[config.mk]
export PLATFORM = sky130hd
export DESIGN_NAME = cycle_run_ctrl_flat
export DESIGN_NICKNAME = d
export VERILOG_FILES = /design/src/rtl/cycle_run_ctrl_if.sv /design/src/rtl/cycle_run_ctrl.sv /design/src/flat_wrapper.sv
export SDC_FILE = /design/constraint.sdc
export NUM_CORES = 1
export LEC_CHECK = 0
export CORE_MARGIN = 3
export CORE_UTILIZATION = 50
export CTS_CLUSTER_DIAMETER = 120
export DETAILED_ROUTE_END_ITERATION = 7
export PLACE_DENSITY = 0.85
export SYNTH_ARGS = -nofsm -noshare
export SYNTH_HDL_FRONTEND = slang
export SYNTH_SLANG_ARGS = --single-unit
[constraint.sdc]
create_clock -name clock -period 4.9 [get_ports clock]
set_input_delay 0.735 -clock clock [delete_from_list [all_inputs] [get_ports clock]]
set_output_delay 0.735 -clock clock [all_outputs]
set_load 0.02 [all_outputs]
[src/rtl/cycle_run_ctrl_if.sv]
// ---------------------------------------------------------------------------
// cycle_run_ctrl_if
//
// Purpose: groups the control/status signals of cycle_run_ctrl into one
// bundle. The clock and the active-low reset stay plain ports on the
// controller itself.
//
// Signals:
//   start        arm a run from IDLE or DONE (pulse)
//   abort        return to IDLE from any state
//   mode[1:0]    0 fixed count, 1 until halt, 2 single-step, 3 same as 0
//   use_default  substitute DEFAULT_LIMIT when cycle_limit == 0
//   cycle_limit  maximum number of enabled cycles for the run
//   step         single-step grant (mode 2)
//   halt_in      halt indication from the core
//   cpu_reset    active-high reset to the core
//   cpu_clk_en   clock enable to the core
//   cycle_count  enabled cycles elapsed in RUN
//   running      controller is in RUN
//   done         controller is in DONE
//   timeout      mode-1 run ended by the limit
//
// Optional (CYCLE_RUN_CTRL_BREAK_EN defined):
//   pc_in, break_pc  current core PC and breakpoint address
//   break_hit        run ended on the breakpoint
//
// Modports: master drives the controls (bench/board logic), slave is the
// controller.
// ---------------------------------------------------------------------------
interface cycle_run_ctrl_if #(
    parameter int CNT_W = 32
);
    logic             start;
    logic             abort;
    logic [1:0]       mode;
    logic             use_default;
    logic [CNT_W-1:0] cycle_limit;
    logic             step;
    logic             halt_in;
    logic             cpu_reset;
    logic             cpu_clk_en;
    logic [CNT_W-1:0] cycle_count;
    logic             running;
    logic             done;
    logic             timeout;
`ifdef CYCLE_RUN_CTRL_BREAK_EN
    logic [31:0]      pc_in;
    logic [31:0]      break_pc;
    logic             break_hit;
`endif

    modport master (
        output start, abort, mode, use_default, cycle_limit, step, halt_in,
`ifdef CYCLE_RUN_CTRL_BREAK_EN
        output pc_in, break_pc,
        input  break_hit,
`endif
        input  cpu_reset, cpu_clk_en, cycle_count, running, done, timeout
    );

    modport slave (
        input  start, abort, mode, use_default, cycle_limit, step, halt_in,
`ifdef CYCLE_RUN_CTRL_BREAK_EN
        input  pc_in, break_pc,
        output break_hit,
`endif
        output cpu_reset, cpu_clk_en, cycle_count, running, done, timeout
    );
endinterface

[src/rtl/cycle_run_ctrl.sv]
// ---------------------------------------------------------------------------
// cycle_run_ctrl
//
// Purpose: sequences a core under test through reset, execution and stop.
// A start pulse arms a run: the core is held in clocked reset for
// RESET_CYCLES edges, then executes under one of four modes (fixed count,
// until-halt with timeout, single-step, reserved = fixed count) until the
// run ends or is aborted. Cycle count and run status are exposed for
// checking by a bench or board logic.
//
// Ports:
//   clock  single system clock
//   reset  synchronous, active-low reset
//   bus    cycle_run_ctrl_if.slave (controls in, core enables/status out)
//
// Parameters:
//   CNT_W          width of cycle counter and cycle_limit
//   RESET_CYCLES   edges for which cpu_reset is held after arming (>= 1)
//   DEFAULT_LIMIT  limit used when cycle_limit == 0 and use_default == 1
//
// Optional feature: define CYCLE_RUN_CTRL_BREAK_EN to add a PC breakpoint
// (pc_in / break_pc / break_hit on the interface). Without it the
// breakpoint logic is absent.
// ---------------------------------------------------------------------------
module cycle_run_ctrl #(
    parameter int CNT_W         = 32,
    parameter int RESET_CYCLES  = 2,
    parameter int DEFAULT_LIMIT = 150
) (
    input  logic             clock,
    input  logic             reset,
    cycle_run_ctrl_if.slave  bus
);

    localparam int HOLD_W = (RESET_CYCLES > 1) ? $clog2(RESET_CYCLES) : 1;

    typedef enum logic [1:0] {
        S_IDLE     = 2'd0,
        S_HOLD_RST = 2'd1,
        S_RUN      = 2'd2,
        S_DONE     = 2'd3
    } state_t;

    state_t            state_reg;
    logic [HOLD_W-1:0] hold_cnt_reg;
    logic [1:0]        mode_reg;
    logic [CNT_W-1:0]  limit_reg;
    logic [CNT_W-1:0]  count_reg;
    logic              timeout_reg;
    logic              cpu_reset_reg;
    logic              running_reg;
    logic              done_reg;

    // Values captured on the arming edge. Mode 3 is folded onto mode 0 here
    // so the rest of the logic only ever sees modes 0..2.
    logic [CNT_W-1:0]  arm_limit;
    logic [1:0]        arm_mode;
    assign arm_limit = (bus.cycle_limit == '0 && bus.use_default)
                     ? CNT_W'(DEFAULT_LIMIT) : bus.cycle_limit;
    assign arm_mode  = (bus.mode == 2'd3) ? 2'd0 : bus.mode;

    // An enabled RUN cycle: always in modes 0/1, only with a step grant in
    // mode 2. This is the one combinational path to the core.
    logic run_en;
    assign run_en = (state_reg == S_RUN) && ((mode_reg != 2'd2) || bus.step);

    logic [CNT_W-1:0] count_inc;
    assign count_inc = count_reg + CNT_W'(1);

    // Run-ending conditions, evaluated at the coming edge.
    logic limit_hit;
    logic halt_end;
    logic break_end;
    assign limit_hit = run_en && (count_inc == limit_reg);
    // Halt ends the run in modes 1 and 2 even on a non-stepped cycle; it is
    // only counted when the cycle is enabled.
    assign halt_end  = (state_reg == S_RUN) && (mode_reg != 2'd0) && bus.halt_in;

`ifdef CYCLE_RUN_CTRL_BREAK_EN
    logic [31:0] break_pc_reg;
    logic        break_hit_reg;
    assign break_end     = run_en && (bus.pc_in == break_pc_reg);
    assign bus.break_hit = break_hit_reg;
`else
    assign break_end = 1'b0;
`endif

    assign bus.cpu_clk_en  = (state_reg == S_HOLD_RST) || run_en;
    assign bus.cpu_reset   = cpu_reset_reg;
    assign bus.cycle_count = count_reg;
    assign bus.running     = running_reg;
    assign bus.done        = done_reg;
    assign bus.timeout     = timeout_reg;

    always_ff @(posedge clock) begin
        if (!reset) begin
            state_reg     <= S_IDLE;
            hold_cnt_reg  <= '0;
            mode_reg      <= 2'd0;
            limit_reg     <= '0;
            count_reg     <= '0;
            timeout_reg   <= 1'b0;
            cpu_reset_reg <= 1'b1;
            running_reg   <= 1'b0;
            done_reg      <= 1'b0;
`ifdef CYCLE_RUN_CTRL_BREAK_EN
            break_pc_reg  <= '0;
            break_hit_reg <= 1'b0;
`endif
        end else if (bus.abort) begin
            // Like reset, except the count of the aborted run stays visible.
            state_reg     <= S_IDLE;
            hold_cnt_reg  <= '0;
            timeout_reg   <= 1'b0;
            cpu_reset_reg <= 1'b1;
            running_reg   <= 1'b0;
            done_reg      <= 1'b0;
`ifdef CYCLE_RUN_CTRL_BREAK_EN
            break_hit_reg <= 1'b0;
`endif
        end else begin
            case (state_reg)
                S_IDLE, S_DONE: begin
                    if (bus.start) begin
                        state_reg     <= S_HOLD_RST;
                        hold_cnt_reg  <= '0;
                        mode_reg      <= arm_mode;
                        limit_reg     <= arm_limit;
                        count_reg     <= '0;
                        timeout_reg   <= 1'b0;
                        cpu_reset_reg <= 1'b1;
                        running_reg   <= 1'b0;
                        done_reg      <= 1'b0;
`ifdef CYCLE_RUN_CTRL_BREAK_EN
                        break_pc_reg  <= bus.break_pc;
                        break_hit_reg <= 1'b0;
`endif
                    end
                end

                S_HOLD_RST: begin
                    hold_cnt_reg <= hold_cnt_reg + HOLD_W'(1);
                    if (hold_cnt_reg == HOLD_W'(RESET_CYCLES - 1)) begin
                        cpu_reset_reg <= 1'b0;
                        // A zero limit means there is nothing to run.
                        if (limit_reg == '0) begin
                            state_reg <= S_DONE;
                            done_reg  <= 1'b1;
                        end else begin
                            state_reg   <= S_RUN;
                            running_reg <= 1'b1;
                        end
                    end
                end

                S_RUN: begin
                    if (run_en) begin
                        count_reg <= count_inc;
                    end
                    if (halt_end || break_end || limit_hit) begin
                        state_reg   <= S_DONE;
                        running_reg <= 1'b0;
                        done_reg    <= 1'b1;
                        // Halt and breakpoint both outrank the limit.
                        timeout_reg <= limit_hit && !halt_end && !break_end
                                       && (mode_reg == 2'd1);
`ifdef CYCLE_RUN_CTRL_BREAK_EN
                        break_hit_reg <= break_end && !halt_end;
`endif
                    end
                end

                default: begin
                    state_reg <= S_IDLE;
                end
            endcase
        end
    end

endmodule

[src/flat_wrapper.sv]
// flat-port wrapper written by rule: the top's interface ports become plain ports
module cycle_run_ctrl_flat 
#(
    parameter int CNT_W         = 32,
    parameter int RESET_CYCLES  = 2,
    parameter int DEFAULT_LIMIT = 150
)
  (clock, reset, bus_start, bus_abort, bus_mode, bus_use_default, bus_cycle_limit, bus_step, bus_halt_in, bus_cpu_reset, bus_cpu_clk_en, bus_cycle_count, bus_running, bus_done, bus_timeout);
  cycle_run_ctrl_if #(.CNT_W(CNT_W)) bus_i ();
  input  logic clock;
  input  logic reset;
  input wire logic [$bits(bus_i.start)-1:0] bus_start;
  input wire logic [$bits(bus_i.abort)-1:0] bus_abort;
  input wire logic [$bits(bus_i.mode)-1:0] bus_mode;
  input wire logic [$bits(bus_i.use_default)-1:0] bus_use_default;
  input wire logic [$bits(bus_i.cycle_limit)-1:0] bus_cycle_limit;
  input wire logic [$bits(bus_i.step)-1:0] bus_step;
  input wire logic [$bits(bus_i.halt_in)-1:0] bus_halt_in;
  output wire logic [$bits(bus_i.cpu_reset)-1:0] bus_cpu_reset;
  output wire logic [$bits(bus_i.cpu_clk_en)-1:0] bus_cpu_clk_en;
  output wire logic [$bits(bus_i.cycle_count)-1:0] bus_cycle_count;
  output wire logic [$bits(bus_i.running)-1:0] bus_running;
  output wire logic [$bits(bus_i.done)-1:0] bus_done;
  output wire logic [$bits(bus_i.timeout)-1:0] bus_timeout;
  assign bus_i.start = bus_start;
  assign bus_i.abort = bus_abort;
  assign bus_i.mode = bus_mode;
  assign bus_i.use_default = bus_use_default;
  assign bus_i.cycle_limit = bus_cycle_limit;
  assign bus_i.step = bus_step;
  assign bus_i.halt_in = bus_halt_in;
  assign bus_cpu_reset = bus_i.cpu_reset;
  assign bus_cpu_clk_en = bus_i.cpu_clk_en;
  assign bus_cycle_count = bus_i.cycle_count;
  assign bus_running = bus_i.running;
  assign bus_done = bus_i.done;
  assign bus_timeout = bus_i.timeout;
  cycle_run_ctrl #(.CNT_W(CNT_W), .RESET_CYCLES(RESET_CYCLES), .DEFAULT_LIMIT(DEFAULT_LIMIT)) u_core (.clock(clock), .reset(reset), .bus(bus_i));
endmodule
==> metrics.txt <==
fin. max-slew vios=0; Hold Crit Class=flop to flop; Detail Route met2 WL=6730 µm; largest cells by area after synthesis=dfxtp_1 32%, nand2_1 8.3%, a21oi_1 7.7%; CP Class=flop to flop; number of synthesized flops with an enable pin=0; worst vdd ir=between 100 and 150 µV; outcome=finished clean; FMAX=0.292 GHz; Worst R2R Setup Slack=approximately 1.5 ns; Placer Congestion=between 0.9 and 1; initial cell density of the core=0.522; sequential element share of the synthesized area=0.316; TNS Setup=0 ns; synth unique cells=between 60 and 70; Startpoint Class=flop; fin crit share=0.698; GR Util All Layers=0.283; top_reg_cell synth=dfxtp_1; Clock Pin Slew Worst Setup and Hold Paths=0.09 ns; met3 routed WL=around 1200 µm; Tightest Pin Transition=roughly 0.83 ns; area leader, netlist=dfxtp_1; maximum root-to-sink buffer count=2; Synth top area share=0.316; first-pass GRT wire length=roughly 23000 µm; PD cells=around 240 mW/mm²; Die Wd=102 µm; Synth top cells by count=102 x nand2_1, 73 x dfxtp_1, 71 x a21oi_1, 47 x nor2_1, 38 x o21ai_0; synthesized area per cell=roughly 7.4 µm²; largest net degree at the start of global routing=46; Post-Syn Area=roughly 0.0046 mm²; CTS Hold Buffers Added=0; I/O Buffers=just under 80; pre-CTS setup slack=~1.4 ns; register bit total from synthesis=73; Post-route DRC=0; Final Hold Fails=0; Area growth, synth to finish=21.1%; CTS root buf=clkbuf_8; vias in the first global route=about 4500; Placed Area=about 0.0054 mm²; TritonCTS Buffers=9; crit end category=flop; # diodes=0; detailed-route via count=between 5000 and 6000; latest clock arrival within the worst-skew pair=0.36 ns; CTS Sinks=between 70 and 80; site row count=34; dpl cells=773; final instance area=approximately 0.0056 mm²; Async S/R FF share, synth=0; clk_skew=about 0.016 ns; gr ovfl total=0; crit path DAT=between 3 and 4 ns; final net count=720; chip height=102 µm; static leakage=approximately 1.8 nW; fin worst setup slack=between 1 and 1.5 ns; setup bufs post-CTS=0; placeable core area=0.00885 mm²; largest fanout on the critical path=11; antenna violations before repair=0; CTS H-tree depth=3; relative slew slack=0.444; DP HPWL=10900 µm; number of fill cells in the layout=between 800 and 900; final design utilization=0.632; drt total wl=between 10000 and 15000 µm; count leader, synth=nand2_1; CTS tree=built; die area=0.0104 mm²; ANT nets after route=0; WL/cell=between 15 and 20 µm; yosys warns=0; Pre-Repair DR Iteration Count=5; Post-Synthesis Cells=626; Post-CTS Resized=0; metal1 wirelength=6290 µm; Crit path required time=slightly above 5 ns; Top Layer Used=met4; Max Cap Viol=0; top-level I/O count=78; post-DR vias/cell=between 6 and 7; First DRT Iteration DRCs=approximately 450; Final min period=between 3 and 4 ns; layout cells sized above 1=0.0720; final std cells w/o fill=789; Mapped Nets=670; RSZ-0062 raised after global routing=false; final setup vio count=0
-- power breakdown --
group          internal [mW]  switching (mW)  total [mW]
registers              0.611          0.0250       0.636
clock network          0.255           0.255       0.509
logic                 0.0887           0.111       0.200
total                  0.954           0.391        1.34
-- worst max-delay path, stage by stage, from the launching register on --
cell       delay, ns
dfxtp_1         0.57
nand4_2         0.28
nor4_2          0.79
nand3_1         0.27
xnor2_1         0.28
o2111ai_1       0.18
nor3_1          0.38
a31o_4          0.25
a31oi_1         0.09
a31o_2          0.23
-- layout by cell type, fill, tap and decap left out, drive strengths merged, types with 4 or more instances in the layout --
cell type / netlist / layout
and2: 5 / 5
nand3: 21 / 21
clkbuf: 31 / 10
nand4: 18 / 18
a31oi: 8 / 8
buf: 12 / 5
o221a: 4 / 4
a21oi: 71 / 71
xor2: 12 / 12
nand2b: 10 / 10
dfxtp: 73 / 73
and4: 8 / 8
nand2: 102 / 102
xnor2: 27 / 27
or3: 8 / 8
or4: 7 / 7
o211a: 4 / 4
nor4: 29 / 29
a211oi: 7 / 7
and3: 6 / 6
inv: 8 / 10
nor3: 26 / 26
clkdlybuf4s50: 0 / 77
nor2: 47 / 47
o21ai: 38 / 38
-- per-stage QoR --
stage	hold slack, ns	power [mW]
4_1_cts	0.489	1.34
3_3_place_gp	0.472	0.837
2_1_floorplan	0.450	0.759
6_report	0.489	1.34
5_1_grt	0.521	1.39
3_5_place_dp	0.477	0.844
-- path summary, 6_finish.rpt --
path,endpoint,cells after the start,startpoint
setup reg to reg,u_core.bus.done,9,u_core.bus.cycle_count[3]
hold / removal,u_core.bus.timeout,2,u_core.bus.timeout
hold reg to reg,u_core.bus.timeout,2,u_core.bus.timeout
setup / recovery,u_core.bus.done,9,u_core.bus.cycle_count[3]
-- routing by layer --
metal | GRT usage | vias up
met5 | 0 | -
met4 | 0.101 | 0
met3 | 0.0423 | 40
met2 | 0.448 | 254
met1 | 0.393 | 2329
li1 | - | 2382
-- final cells by class --
cell class | count | area (µm²) | area share
clock inverter | 6 | 72.6 | 0.0130
multi-input combinational | 502 | 2950 | 0.527
inverter | 8 | 30.0 | 0.00537
timing repair buffer | 82 | 808 | 0.144
sequential | 73 | 1460 | 0.261
clock buffer | 10 | 138 | 0.0246
tap | 108 | 135 | 0.0241
-- logic make-up after synthesis --
logic type,synth area share
and+or+nand+nor,0.344
AOI/OAI and AO/OA,0.206
DFF,0.316
buffers and inverters,0.0477
xor gates and xnor gates,0.0739
adders and majority gates,0.00812
muxes,0.00433
(Power assumes the default switching activity.)
